`config.mk`:
```
export PLATFORM = sky130hd
export DESIGN_NAME = addend_vector_loader
export DESIGN_NICKNAME = d
export VERILOG_FILES = /design/src/rtl/addend_vector_loader.sv
export SDC_FILE = /design/constraint.sdc
export NUM_CORES = 1
export LEC_CHECK = 0
export CORE_AREA = 3 3 203 205
export DETAILED_ROUTE_END_ITERATION = 8
export DIE_AREA = 0 0 206 208
export PLACE_DENSITY = 0.5
export SLEW_MARGIN = 15
export SYNTH_ARGS = -nofsm -noshare
export SYNTH_HDL_FRONTEND = slang
export SYNTH_SLANG_ARGS = --single-unit
```
`constraint.sdc`:
```
create_clock -name clk -period 6.07 [get_ports clk]
set_input_delay 1.821 -clock clk [delete_from_list [all_inputs] [get_ports clk]]
set_output_delay 1.821 -clock clk [all_outputs]
set_load 0.02 [all_outputs]
```
`src/rtl/addend_vector_loader.sv`:
```
// addend_vector_loader: packs a sample stream into LENGTH-lane vectors for the adder tree; optional ADDEND_LOADER_STATS_EN adds vec_count
module addend_vector_loader #(
  parameter int DATA_WIDTH = 8,
  parameter int LENGTH     = 16,
  parameter int TREE_DELAY = $clog2(LENGTH)
) (
  input  logic                         clk,
  input  logic                         reset,
  input  logic [DATA_WIDTH-1:0]        in_data,
  input  logic                         in_valid,
  output logic                         in_ready,
  input  logic                         in_last,
  output logic [DATA_WIDTH-1:0]        out_addends [LENGTH],
  output logic                         out_advance,
  output logic                         sum_valid,
  output logic [$clog2(LENGTH+1)-1:0]  sum_count,
  input  logic                         sum_ready
`ifdef ADDEND_LOADER_STATS_EN
  ,
  output logic [15:0]                  vec_count
`endif
);
  localparam int CW = $clog2(LENGTH+1);
  localparam int IW = LENGTH > 1 ? $clog2(LENGTH) : 1;
  logic [DATA_WIDTH-1:0] r_fill [LENGTH];
  logic [IW-1:0]         r_fill_idx;
  logic                  r_fill_done;
  logic [CW-1:0]         r_fill_cnt;
  logic [DATA_WIDTH-1:0] r_pres [LENGTH];
  logic                  r_pres_valid;
  logic [CW-1:0]         r_pres_cnt;
  logic                  w_tok_valid;
  logic [CW-1:0]         w_tok_cnt;
  logic                  w_accept;
  logic                  w_close;
  logic                  w_advance;
  assign w_accept    = in_valid && in_ready;
  assign w_close     = (r_fill_idx == IW'(LENGTH-1)) || in_last;
  assign w_advance   = reset && !(w_tok_valid && !sum_ready);
  assign out_advance = w_advance;
  assign in_ready    = reset && !r_fill_done;
  assign sum_valid   = reset && w_tok_valid;
  assign sum_count   = reset ? w_tok_cnt : '0;
  // addends are forced to zero while reset is held low
  always_comb
    for (int k = 0; k < LENGTH; k++) out_addends[k] = reset ? r_pres[k] : '0;
  // fill buffer: accept samples, close on last lane or in_last, clear lanes when handed off
  always_ff @(posedge clk)
    if (!reset) begin
      r_fill_idx  <= '0;
      r_fill_done <= 1'b0;
      r_fill_cnt  <= '0;
      for (int k = 0; k < LENGTH; k++) r_fill[k] <= '0;
    end else if (w_accept) begin
      r_fill[r_fill_idx] <= in_data;
      r_fill_cnt         <= CW'(r_fill_idx) + CW'(1);
      r_fill_done        <= w_close;
      r_fill_idx         <= w_close ? '0 : r_fill_idx + IW'(1);
    end else if (w_advance && r_fill_done) begin
      r_fill_done <= 1'b0;
      for (int k = 0; k < LENGTH; k++) r_fill[k] <= '0;
    end
  // presented buffer: takes a finished vector on advance, otherwise presents a zero bubble
  always_ff @(posedge clk)
    if (!reset) begin
      r_pres_valid <= 1'b0;
      r_pres_cnt   <= '0;
      for (int k = 0; k < LENGTH; k++) r_pres[k] <= '0;
    end else if (w_advance) begin
      r_pres_valid <= r_fill_done;
      r_pres_cnt   <= r_fill_done ? r_fill_cnt : '0;
      for (int k = 0; k < LENGTH; k++) r_pres[k] <= r_fill_done ? r_fill[k] : '0;
    end
  if (TREE_DELAY > 0) begin : g_tok
    logic [TREE_DELAY-1:0] r_tok_v;
    logic [CW-1:0]         r_tok_c [TREE_DELAY];
    // token pipeline mirrors the tree stages so sum_valid lines up with the tree output
    always_ff @(posedge clk)
      if (!reset) begin
        r_tok_v <= '0;
        for (int k = 0; k < TREE_DELAY; k++) r_tok_c[k] <= '0;
      end else if (w_advance) begin
        r_tok_v[0] <= r_pres_valid;
        r_tok_c[0] <= r_pres_cnt;
        for (int k = 1; k < TREE_DELAY; k++) begin
          r_tok_v[k] <= r_tok_v[k-1];
          r_tok_c[k] <= r_tok_c[k-1];
        end
      end
    assign w_tok_valid = r_tok_v[TREE_DELAY-1];
    assign w_tok_cnt   = r_tok_c[TREE_DELAY-1];
  end else begin : g_comb
    assign w_tok_valid = r_pres_valid;
    assign w_tok_cnt   = r_pres_cnt;
  end
`ifdef ADDEND_LOADER_STATS_EN
  // counts delivered sums, wrapping at 16 bits
  always_ff @(posedge clk)
    if (!reset) vec_count <= '0;
    else if (sum_valid && sum_ready) vec_count <= vec_count + 16'd1;
`endif
endmodule

```
Yosys cells after proc, flatten, opt, wreduce, memory -nomap -nowiden
Memories as Yosys holds them, arrays and structs flattened. Cells that the tools add are included.

Bits in registers: 20. Memory bits (writable): 276. Input bits: 13. Memories: 3.

Memories: r_fill (words 16, width 8, rd ports 16, clocked after memory_dff 0, wr ports 16, line 25) `logic [DATA_WIDTH-1:0] r_fill [LENGTH];`; r_pres (words 16, width 8, rd ports 16, clocked after memory_dff 0, wr ports 16, line 29) `logic [DATA_WIDTH-1:0] r_pres [LENGTH];`; g_tok.r_tok_c (words 4, width 5, rd ports 4, clocked after memory_dff 0, wr ports 4, line 76) `logic [CW-1:0] r_tok_c [TREE_DELAY];`.

$add $sub $neg: 2. Equality and inequality tests: 1. Mux-type cells: 87. Bitwise logic cells: 36. Reduce and logical (&&, ||, !) cells: 12.

Operators with widths (count): 8-bit 2-to-1 mux (65); 1-bit bitwise OR (36); 5-bit 2-to-1 mux (6); 1-bit 2-to-1 mux (14); 4-bit 2-to-1 mux (2); 8-bit OR reduction (1); 1-bit logical AND (6); 4-bit by 1-bit adder with 5-bit output (second input constant) (1); 4-bit by 1-bit adder with 4-bit output (second input constant) (1); 4-bit equality test (second input constant) (1); 1-bit zero test (3); 2-bit nonzero test (1); 1-bit logical OR (1).

Depth between registers and ports, before layout
Word-level depth: 11. Depth in mapped cells: 6.

Worst setup path after synthesis
OpenSTA, ideal clock, no wires.

Kind: input to register. Start: in reset. End: mem g_tok.r_tok_c[0][0] in the netlist's numbering, enable pin. Setup time: 493 ps. Arrival: 5235 ps. Required time: 5577 ps. Path slack: 342 ps. Cell stages on the path: 5. Cells stage by stage: buf_4 -> and2_1 -> nor2b_1 -> buf_2 -> inv_1.

RTL lines: start, declared (line 8) `input logic reset,`; end, declared (line 76).

Worst setup path in the final report
Start: in sum_ready. End: out out_advance.

Longest elaborated chain between the ends: 4.

RTL lines: start, declared (line 17) `input logic sum_ready`; 1-bit zero test (line 39) `assign w_advance = reset && !(w_tok_valid && !sum_ready);`; 1-bit logical AND (line 39); 1-bit zero test (line 39); 1-bit logical AND (line 39); end, declared (line 14) `output logic out_advance,`.

Every way passes these cells.

==> key figures <==
Status
  • Run status: complete, no violations

Worst setup path
  • Crit Path Class: in -> out
  • Slowest CP cell: clkdlybuf4s50_1
  • Worst Path Arrival: approximately 3300 ps
  • Worst path max stage delay: between 600 and 700 ps
  • Crit path max fanout: 4
  • Startpoint Class: primary input
  • Critical Path RT: around 4300 ps
  • CP dominant cell by count: clkdlybuf4s50_1
  • Crit-path cells: clkdlybuf4s50_1, nand2b_1, and2_1, clkdlybuf4s50_1
  • Worst setup EP type: output port
  • Delay-heaviest family, CP: buffers and inverters
  • WP buf/inv: 2

Timing
  • Final worst slack: between 900 and 1000 ps
  • Fin crit share: between 80% and 90%
  • Post-route setup TNS: 0 ps
  • WHS: about 460 ps
  • Final setup fails: 0
  • Slew @ Worst Pin: 1080 ps
  • Achievable frequency: roughly 0.2 GHz
  • Slew HR: 27.3%
  • Slew Limit Fails: 0
  • Clock Skew: 16.0 ps
  • RSZ-0062 raised after global routing: no
  • Fin. Hold Viols: 0
  • Post-layout min period: just over 5000 ps

CTS
  • CTS buffer count: 35
  • H-tree Lvls: 2
  • CTS root buf: clkbuf_16
  • Clock sinks: slightly below 300
  • Post-cts resize count: 0
  • TritonCTS clock tree: done
  • Worst-path clk slew: around 60 ps
  • Post-CTS Setup Bufs: 0
  • CTS Hold Bufs: 0
  • Max clock buf depth: 3
  • Clk Latency, worst-skew pair: just over 500 ps

Global routing
  • Pin count of the biggest net entering global routing: around 110
  • Met2 Use GR: between 20 and 25%
  • Gr usage total: 13.2%
  • Met3 Usage GRT: 2.39%
  • Initial antenna violation count: 1
  • First-pass GRT wire length: between 40000 and 50000 µm
  • GR Util met1: 17.6%
  • Vias in the first global route: ~7000
  • Top Usage Layer GRT: met2
  • Global route overflow: 0

Final layout
  • Finished Cell Area: roughly 15000 µm²
  • Layout Nets: 1021
  • # fillers: 3789
  • Area growth syn-to-layout: 25.6%
  • Layout Cells excl Fill: about 1600
  • End-of-flow core utilization: a little under 40%
  • Layout cells sized above 1: just over 8%

Yosys
  • EDFF count, synth: ~270
  • Syn nets: between 800 and 900
  • Warnings from Yosys: 0
  • Synth Area per Inst: between 10 and 15 µm²
  • Yosys reg bits: ~300
  • Main synth FF type: edfxtp_1
  • Synth unique cells: 40
  • Post-synth ARST share: 0%
  • Post-synthesis cell count: roughly 860
  • Post-synthesis sequential area ratio: a little over 70%
  • Netlist Area Pre-Place: between 10000 and 15000 µm²

Die
  • Site Rows: 73
  • # IOs: 149
  • Initial core utilization: roughly 30%
  • Die area: between 40000 and 50000 µm²
  • Die width: around 200 µm
  • Core Area: about 40000 µm²
  • Die Ht: between 200 and 250 µm

Placed design
  • Dpl cells: approximately 1500
  • Post-DP HPWL: 16900 µm
  • RD Place Congestion: roughly 0.73
  • Pre-CTS setup slack: between 900 and 1000 ps
  • Placed instance area: roughly 14000 µm²
  • PortBufs: roughly 150

Drt
  • Vias per inst: between 4 and 5
  • TritonRoute pass-1 iters: 4
  • Vias: slightly below 7000
  • Drt drc: 0
  • Antenna Nets Post-Route: 0
  • DRT iter0 DRCs: approximately 260
  • Mean routed wirelength per cell: between 15 and 20 µm
  • Routed wire length: about 28000 µm

Power and ir drop
  • Peak supply drop: about 140 µV
  • Lkg Pwr: 6.06 nW
  • Final Power: 4.44 mW
  • Power Density: 291 nW/µm²

Hold path
  • Tightest Hold Check Type: reg -> reg

Flow run
  • Max-capacitance violation count: 0
[state kept, by name, indices dropped and copies added (netlist names)]
register and flops:
r_fill 128, r_pres 128, g_tok.r_tok_c 20, r_fill_cnt 5, r_pres_cnt 5, g_tok.r_tok_v 4
r_fill_idx 4, r_fill_done 1, r_pres_valid 1
[kinds of logic after synthesis]
kind of cell	count (synthesis)	share of synthesized area, %
buffers and inverters	62	2.24
adders and majority gates	4	0.412
xor gates and xnor gates	1	0.0721
DFF	296	70.8
and+or+nand+nor	464	24.2
AOI/OAI and AO/OA	37	2.23
[routing by layer]
layer	vias to the layer above	wire length [µm]	share of wire [%]
li1	3291	-	-
met1	3323	12700	45
met2	136	13600	49
met3	39	1090	3.9
met4	0	607	2.2
met5	-	0	0
[layout make-up]
type	count	area (µm²)	share of cell area (%)
sequential	296	8610	56.4
multi-input combinational	506	3270	21.4
timing repair buffer	162	1620	10.6
clock buffer	40	895	5.86
tap	525	657	4.30
clock inverter	18	199	1.30
inverter	3	16.3	0.107
antenna	1	2.50	0.0164
[layout by cell type (no fill, tap or decap), types with 2 or more instances in the layout]
| master | netlist | routed |
|---|---|---|
| nor3_4 | 4 | 4 |
| clkdlybuf4s50_1 | 0 | 146 |
| edfxtp_1 | 268 | 268 |
| inv_1 | 3 | 2 |
| and2_1 | 335 | 335 |
| clkinvlp_4 | 0 | 2 |
| nand3_1 | 7 | 7 |
| a31oi_1 | 2 | 2 |
| clkinv_1 | 0 | 6 |
| nor2_1 | 3 | 3 |
| o21ai_0 | 9 | 6 |
| and3_1 | 68 | 68 |
| clkinv_2 | 0 | 3 |
| nor2b_1 | 3 | 3 |
| buf_4 | 3 | 12 |
| dfxtp_1 | 28 | 28 |
| a22o_1 | 16 | 16 |
| clkbuf_16 | 0 | 35 |
| bufinv_16 | 0 | 4 |
| inv_6 | 0 | 3 |
| a21boi_0 | 2 | 2 |
| clkbuf_1 | 43 | 5 |
| a21oi_1 | 2 | 2 |
| o21ai_1 | 0 | 3 |
| buf_12 | 0 | 3 |
| nor2_2 | 4 | 4 |
| nand4_1 | 3 | 3 |
| nand2_1 | 9 | 9 |
| nand2b_1 | 14 | 14 |
| ha_1 | 4 | 4 |
| nor3_2 | 6 | 6 |
[Yosys cell counts (all sizes together), types with 8 or more instances]
master | instances | area, µm²
buf | 13 | 85.1
nand2b | 15 | 96.3
a22o | 16 | 140
nor3 | 10 | 125
dfxtp | 28 | 561
and2 | 335 | 2100
clkbuf | 46 | 176
nor2 | 8 | 47.5
edfxtp | 268 | 8050
nand2 | 9 | 33.8
and3 | 68 | 425
o21ai | 9 | 45.0
[where the power goes]
part,switching (mW),internal (mW)
Sequential,0.0140,2.26
Clock,0.794,1.23
Combinational,0.102,0.0414
Total,0.910,3.53
[worst paths after layout]
path	from	endpoint	cells past startpoint	slack [ps]
worst max register to register	r_fill_done	r_fill[11][5]	4	3680
worst min register to register	r_pres_valid	r_pres_valid	1	460
worst max-delay path	sum_ready	out_advance	4	940
worst min-delay path	r_pres_valid	r_pres_valid	1	460
Power figures use the tool's default switching activity.
==> patch 1 (same settings) <==
Add a define of `ADDEND_LOADER_STATS_EN`.
--- a/src/rtl/addend_vector_loader.sv
+++ b/src/rtl/addend_vector_loader.sv
@@ -1,4 +1,6 @@
 // addend_vector_loader: packs a sample stream into LENGTH-lane vectors for the adder tree; optional ADDEND_LOADER_STATS_EN adds vec_count
+`define ADDEND_LOADER_STATS_EN
+
 module addend_vector_loader #(
   parameter int DATA_WIDTH = 8,
   parameter int LENGTH     = 16,
Check against the original RTL (old outputs only; new: vec_count): no difference found for any inputs over 4 cycles, from zero or initial values and one cycle with reset low; that may be too few to reach the edited logic, so the function may still have changed.
==> patch 1 against the original RTL <==
Die area did not move. Area after synthesis rose by 4.4%. Cell area rose by 5.0%. Count of clock-buffer cells in the layout rose by 6. Clock power rose by 2%. Synthesized cell count rose by 8.8%. Register-to-register slack got worse by 0.70 ns. Routed wire length rose by 3.8%. Setup slack got worse by 0.45 ns. Power rose by 3.3%. Via count rose by 8.7%. Highest routed layer unchanged. Worst hold slack improved by 0.0016 ns. Sequential cell count rose by 16.
==> patch 1: results (changes against the original RTL) <==
outcome=finished, final reports clean (unchanged); Compound-Gate Fraction of Synth Area=2.69% (was 2.23%); number of design-rule violations left by the first detailed-router iteration=421 (was 264); detailed-routed wire length on met2=13700 um (was 13600 um); maximum fanout along the worst path=9 (was 4); number of antenna violations at the first check in global routing=0 (was 1); signal arrival time at the worst endpoint=3.76 ns (was 3.31 ns); Crit-path slowest cell=sky130_fd_sc_hd__nor2b_1 (was sky130_fd_sc_hd__clkdlybuf4s50_1); fraction of layout cells with a size suffix above 1=6.65% (was 8.10%); destination of the worst register-to-register timing path=r_fill[2][4] (was r_fill[11][5]); Met1 Wirelength=13600 um (was 12700 um); final period utilization=91.9% (was 84.5%); placed instance count=1589 (was 1492); DRT Wirelength=29000 um (was 28000 um); largest net degree at the start of global routing=150 (was 107); worst-case clock skew=0.0149 ns (was 0.0160 ns); top post-synthesis cells by area=sky130_fd_sc_hd__edfxtp_1 (63%), sky130_fd_sc_hd__and2_1 (17%), sky130_fd_sc_hd__dfxtp_1 (6.9%) (was sky130_fd_sc_hd__edfxtp_1 (66%), sky130_fd_sc_hd__and2_1 (17%), sky130_fd_sc_hd__dfxtp_1 (4.6%)); met1 track utilization from global routing=18.8% (was 17.6%); met2 track demand over resource=22.2% (was 21.9%); share of synthesized area occupied by flip-flops and latches=70.4% (was 70.8%); weighted congestion reported at the end of routability-driven placement=0.712 (was 0.729); leakage power figure=0.00634 uW (was 0.00606 uW); total nets after synthesis=958 (was 881); placed wire-length estimate after detailed placement=17500 um (was 16900 um); Setup Slack @ Placement=0.500 ns (was 0.916 ns); total vias in the final route=7383 (was 6789); post-layout instance count excluding filler cells=1654 (was 1551); adder-cell share of the synthesized area=0.493% (was 0.412%); top cell types by occurrence after synthesis=sky130_fd_sc_hd__and2_1 (335), sky130_fd_sc_hd__edfxtp_1 (268), sky130_fd_sc_hd__and3_1 (69) (was sky130_fd_sc_hd__and2_1 (335), sky130_fd_sc_hd__edfxtp_1 (268), sky130_fd_sc_hd__and3_1 (68)); Post-Synth XOR/XNOR Area=0.897% (was 0.0721%)
## patch 1: report_power, final
| part | switching, uW | leakage (uW) | internal (uW) |
|---|---|---|---|
| clock | 820 | 0.000560 | 1240 |
| combinational | 99.6 | 0.00236 | 39.2 |
| sequential | 14.6 | 0.00342 | 2370 |
## patch 1: how the worst min path moves through the flow
stage	depth (start not counted)	to	slack, ns
finish	2	g_tok.r_tok_v[3]	0.46
global route	1	r_pres_cnt[3]	0.49
CTS	2	g_tok.r_tok_v[3]	0.46
detailed placement	2	g_tok.r_tok_v[3]	0.44
global placement	2	g_tok.r_tok_v[3]	0.44
floorplan	2	g_tok.r_tok_v[3]	0.42
## patch 1: stage by stage
step / area (um^2) / power [uW]
floorplan: 12700 / 2490
finish: 16000 / 4590
CTS: 16000 / 4660
detailed placement: 14900 / 2570
global route: 16000 / 4760
global placement: 14900 / 2570
## patch 1: final cells by class
type / instances / area (um^2)
fill: 3770 / 23600
sequential: 312 / 8930
multi-input combinational: 568 / 3530
timing repair buffer: 180 / 1770
clock buffer: 46 / 1000
tap: 525 / 657
clock inverter: 17 / 126
inverter: 4 / 20.0
antenna: 2 / 5.00
## patch 1: worst reg2reg max path, stage by stage, from the launching register on
cell	delay, ns
sky130_fd_sc_hd__dfxtp_1	0.30
sky130_fd_sc_hd__buf_4	0.26
sky130_fd_sc_hd__and3b_1	0.54
sky130_fd_sc_hd__nand2_1	0.37
sky130_fd_sc_hd__nor3_1	0.79
sky130_fd_sc_hd__nand2b_1	0.48
## patch 1: cell families after synthesis
| group | count (synthesis) |
|---|---|
| adders and majority gates | 5 |
| DFF | 312 |
| AOI/OAI and AO/OA | 53 |
| and+or+nand+nor | 497 |
| xor gates and xnor gates | 13 |
| buffers and inverters | 60 |
==> patch 2 (config.mk and constraints unchanged) <==
Without the edit above. Register the output `sum_count`, without a reset; this adds one clock of latency there. The other outputs are not delayed to match.
--- a/src/rtl/addend_vector_loader.sv
+++ b/src/rtl/addend_vector_loader.sv
@@ -40,7 +40,9 @@
   assign out_advance = w_advance;
   assign in_ready    = reset && !r_fill_done;
   assign sum_valid   = reset && w_tok_valid;
-  assign sum_count   = reset ? w_tok_cnt : '0;
+  always_ff @(posedge clk) begin
+      sum_count <= reset ? w_tok_cnt : '0;
+  end
   // addends are forced to zero while reset is held low
   always_comb
     for (int k = 0; k < LENGTH; k++) out_addends[k] = reset ? r_pres[k] : '0;
Check against the original RTL: not equivalent (Yosys sat finds a counterexample within 10 cycles, from zero or initial values and one cycle with reset low).
==> patch 2 against the original RTL <==
Power rose by 0.22%. Area after synthesis fell by 0.16%. Setup slack got worse by 0.53 ns. Routed wire length fell by 0.95%. Die area did not move. Register-to-register slack got worse by 0.10 ns. Utilization rose by 0.051 points. Global-route usage fell by 0.31 points. Sequential cell count rose by 5. Final cell count rose by 0.45%. Cell area rose by 0.13%.
==> patch 2: results (changes against the original RTL) <==
number of design-rule violations left by the first detailed-router iteration=299 (was 264); switching component of the power=909 uW (was 910 uW); leakage power figure=0.00609 uW (was 0.00606 uW); top post-synthesis cells by area=sky130_fd_sc_hd__edfxtp_1 (66%), sky130_fd_sc_hd__and2_1 (17%), sky130_fd_sc_hd__dfxtp_1 (5.4%) (was sky130_fd_sc_hd__edfxtp_1 (66%), sky130_fd_sc_hd__and2_1 (17%), sky130_fd_sc_hd__dfxtp_1 (4.6%)); total nets after synthesis=884 (was 881); Worst slew margin=17.3% (was 27.3%); wire length of the first global-routing pass=42100 um (was 42800 um); Crit-path slowest cell=sky130_fd_sc_hd__nor2b_1 (was sky130_fd_sc_hd__clkdlybuf4s50_1); weighted congestion reported at the end of routability-driven placement=0.696 (was 0.729); count of cells along the worst register-to-register path=3 (was 4); TritonCTS Buffers=34 (was 35); Compound-Gate Fraction of Synth Area=2.41% (was 2.23%); total routing usage reported by global routing=12.8% (was 13.2%); fraction of layout cells with a size suffix above 1=6.78% (was 8.10%); DRT Wirelength=27700 um (was 28000 um); R2R Setup Slk=3.58 ns (was 3.68 ns); placed instance area=14200 um^2 (about the same); outcome=finished, final reports clean (unchanged); Post-Synth XOR/XNOR Area=0.144% (was 0.0721%); placed instance count=1496 (was 1492); pwr dens=291 nW/um^2 (about the same); maximum fanout along the worst path=9 (was 4); top cell types by occurrence after synthesis=sky130_fd_sc_hd__and2_1 (334), sky130_fd_sc_hd__edfxtp_1 (268), sky130_fd_sc_hd__and3_1 (68) (was sky130_fd_sc_hd__and2_1 (335), sky130_fd_sc_hd__edfxtp_1 (268), sky130_fd_sc_hd__and3_1 (68)); met3 Usage GRT=2.27% (was 2.39%); ratio of routed vias to standard cells=4.32 (was 4.38); maximum ir drop on the vdd rail=0.171 mV (was 0.140 mV); met1 track utilization from global routing=17.2% (was 17.6%); net total in the final layout=1024 (was 1021); Distinct cells, synth=33 (was 40); met2 track demand over resource=21.4% (was 21.9%); Hold Crit Start=g_tok.r_tok_c[3][2] (was r_pres_valid); number of antenna violations at the first check in global routing=4 (was 1); placed wire-length estimate after detailed placement=16700 um (was 16900 um)
==> patch 2: per-layer routing <==
layer	part of all wire (%)	wire length, um	up-vias
li1	-	-	3296
met5	0	0	-
met1	45	12400	3233
met3	5.0	1370	39
met4	2.3	630	0
met2	48	13300	161
==> patch 2: worst max-delay path by stage <==
| stage | slack (ns) | to |
|---|---|---|
| after detailed placement | 0.35 | out_advance |
| final | 0.41 | out_advance |
| after floorplan | 0.32 | g_tok.r_tok_c[0][0] |
| after CTS | 0.33 | out_advance |
| after global placement | 0.35 | out_advance |
| after global routing | 0.24 | out_advance |
==> patch 2: per-stage QoR <==
| step | hold slack (ns) | setup WS, ns |
|---|---|---|
| 2_1_floorplan | 0.426 | 0.320 |
| 3_3_place_gp | 0.438 | 0.353 |
| 3_5_place_dp | 0.436 | 0.348 |
| 4_1_cts | 0.452 | 0.330 |
| 5_1_grt | 0.465 | 0.239 |
| 6_report | 0.448 | 0.407 |
==> patch 2: critical path: cells and delay by family <==
kind / cells / cell delay, ns
buf+inv: 2 / 1.05
simple gates: 2 / 0.98
==> patch 2: layout make-up <==
class | count | area (um^2)
clock inverter | 16 | 131
fill | 3802 | 24400
clock buffer | 45 | 966
antenna | 1 | 2.50
multi-input combinational | 506 | 3200
timing repair buffer | 160 | 1610
tap | 525 | 657
inverter | 4 | 20.0
sequential | 301 | 8710
==> patch 2: kinds of logic (layout without fill, tap and decap cells) <==
kind of cell	Yosys count	in the layout
AND/OR/NAND/NOR	456	456
adder cells (fa/ha/maj)	4	4
XOR/XNOR	2	2
other	0	1
flip-flops	301	301
AO/OA/AOI/OAI	44	44
buffers and inverters	60	225
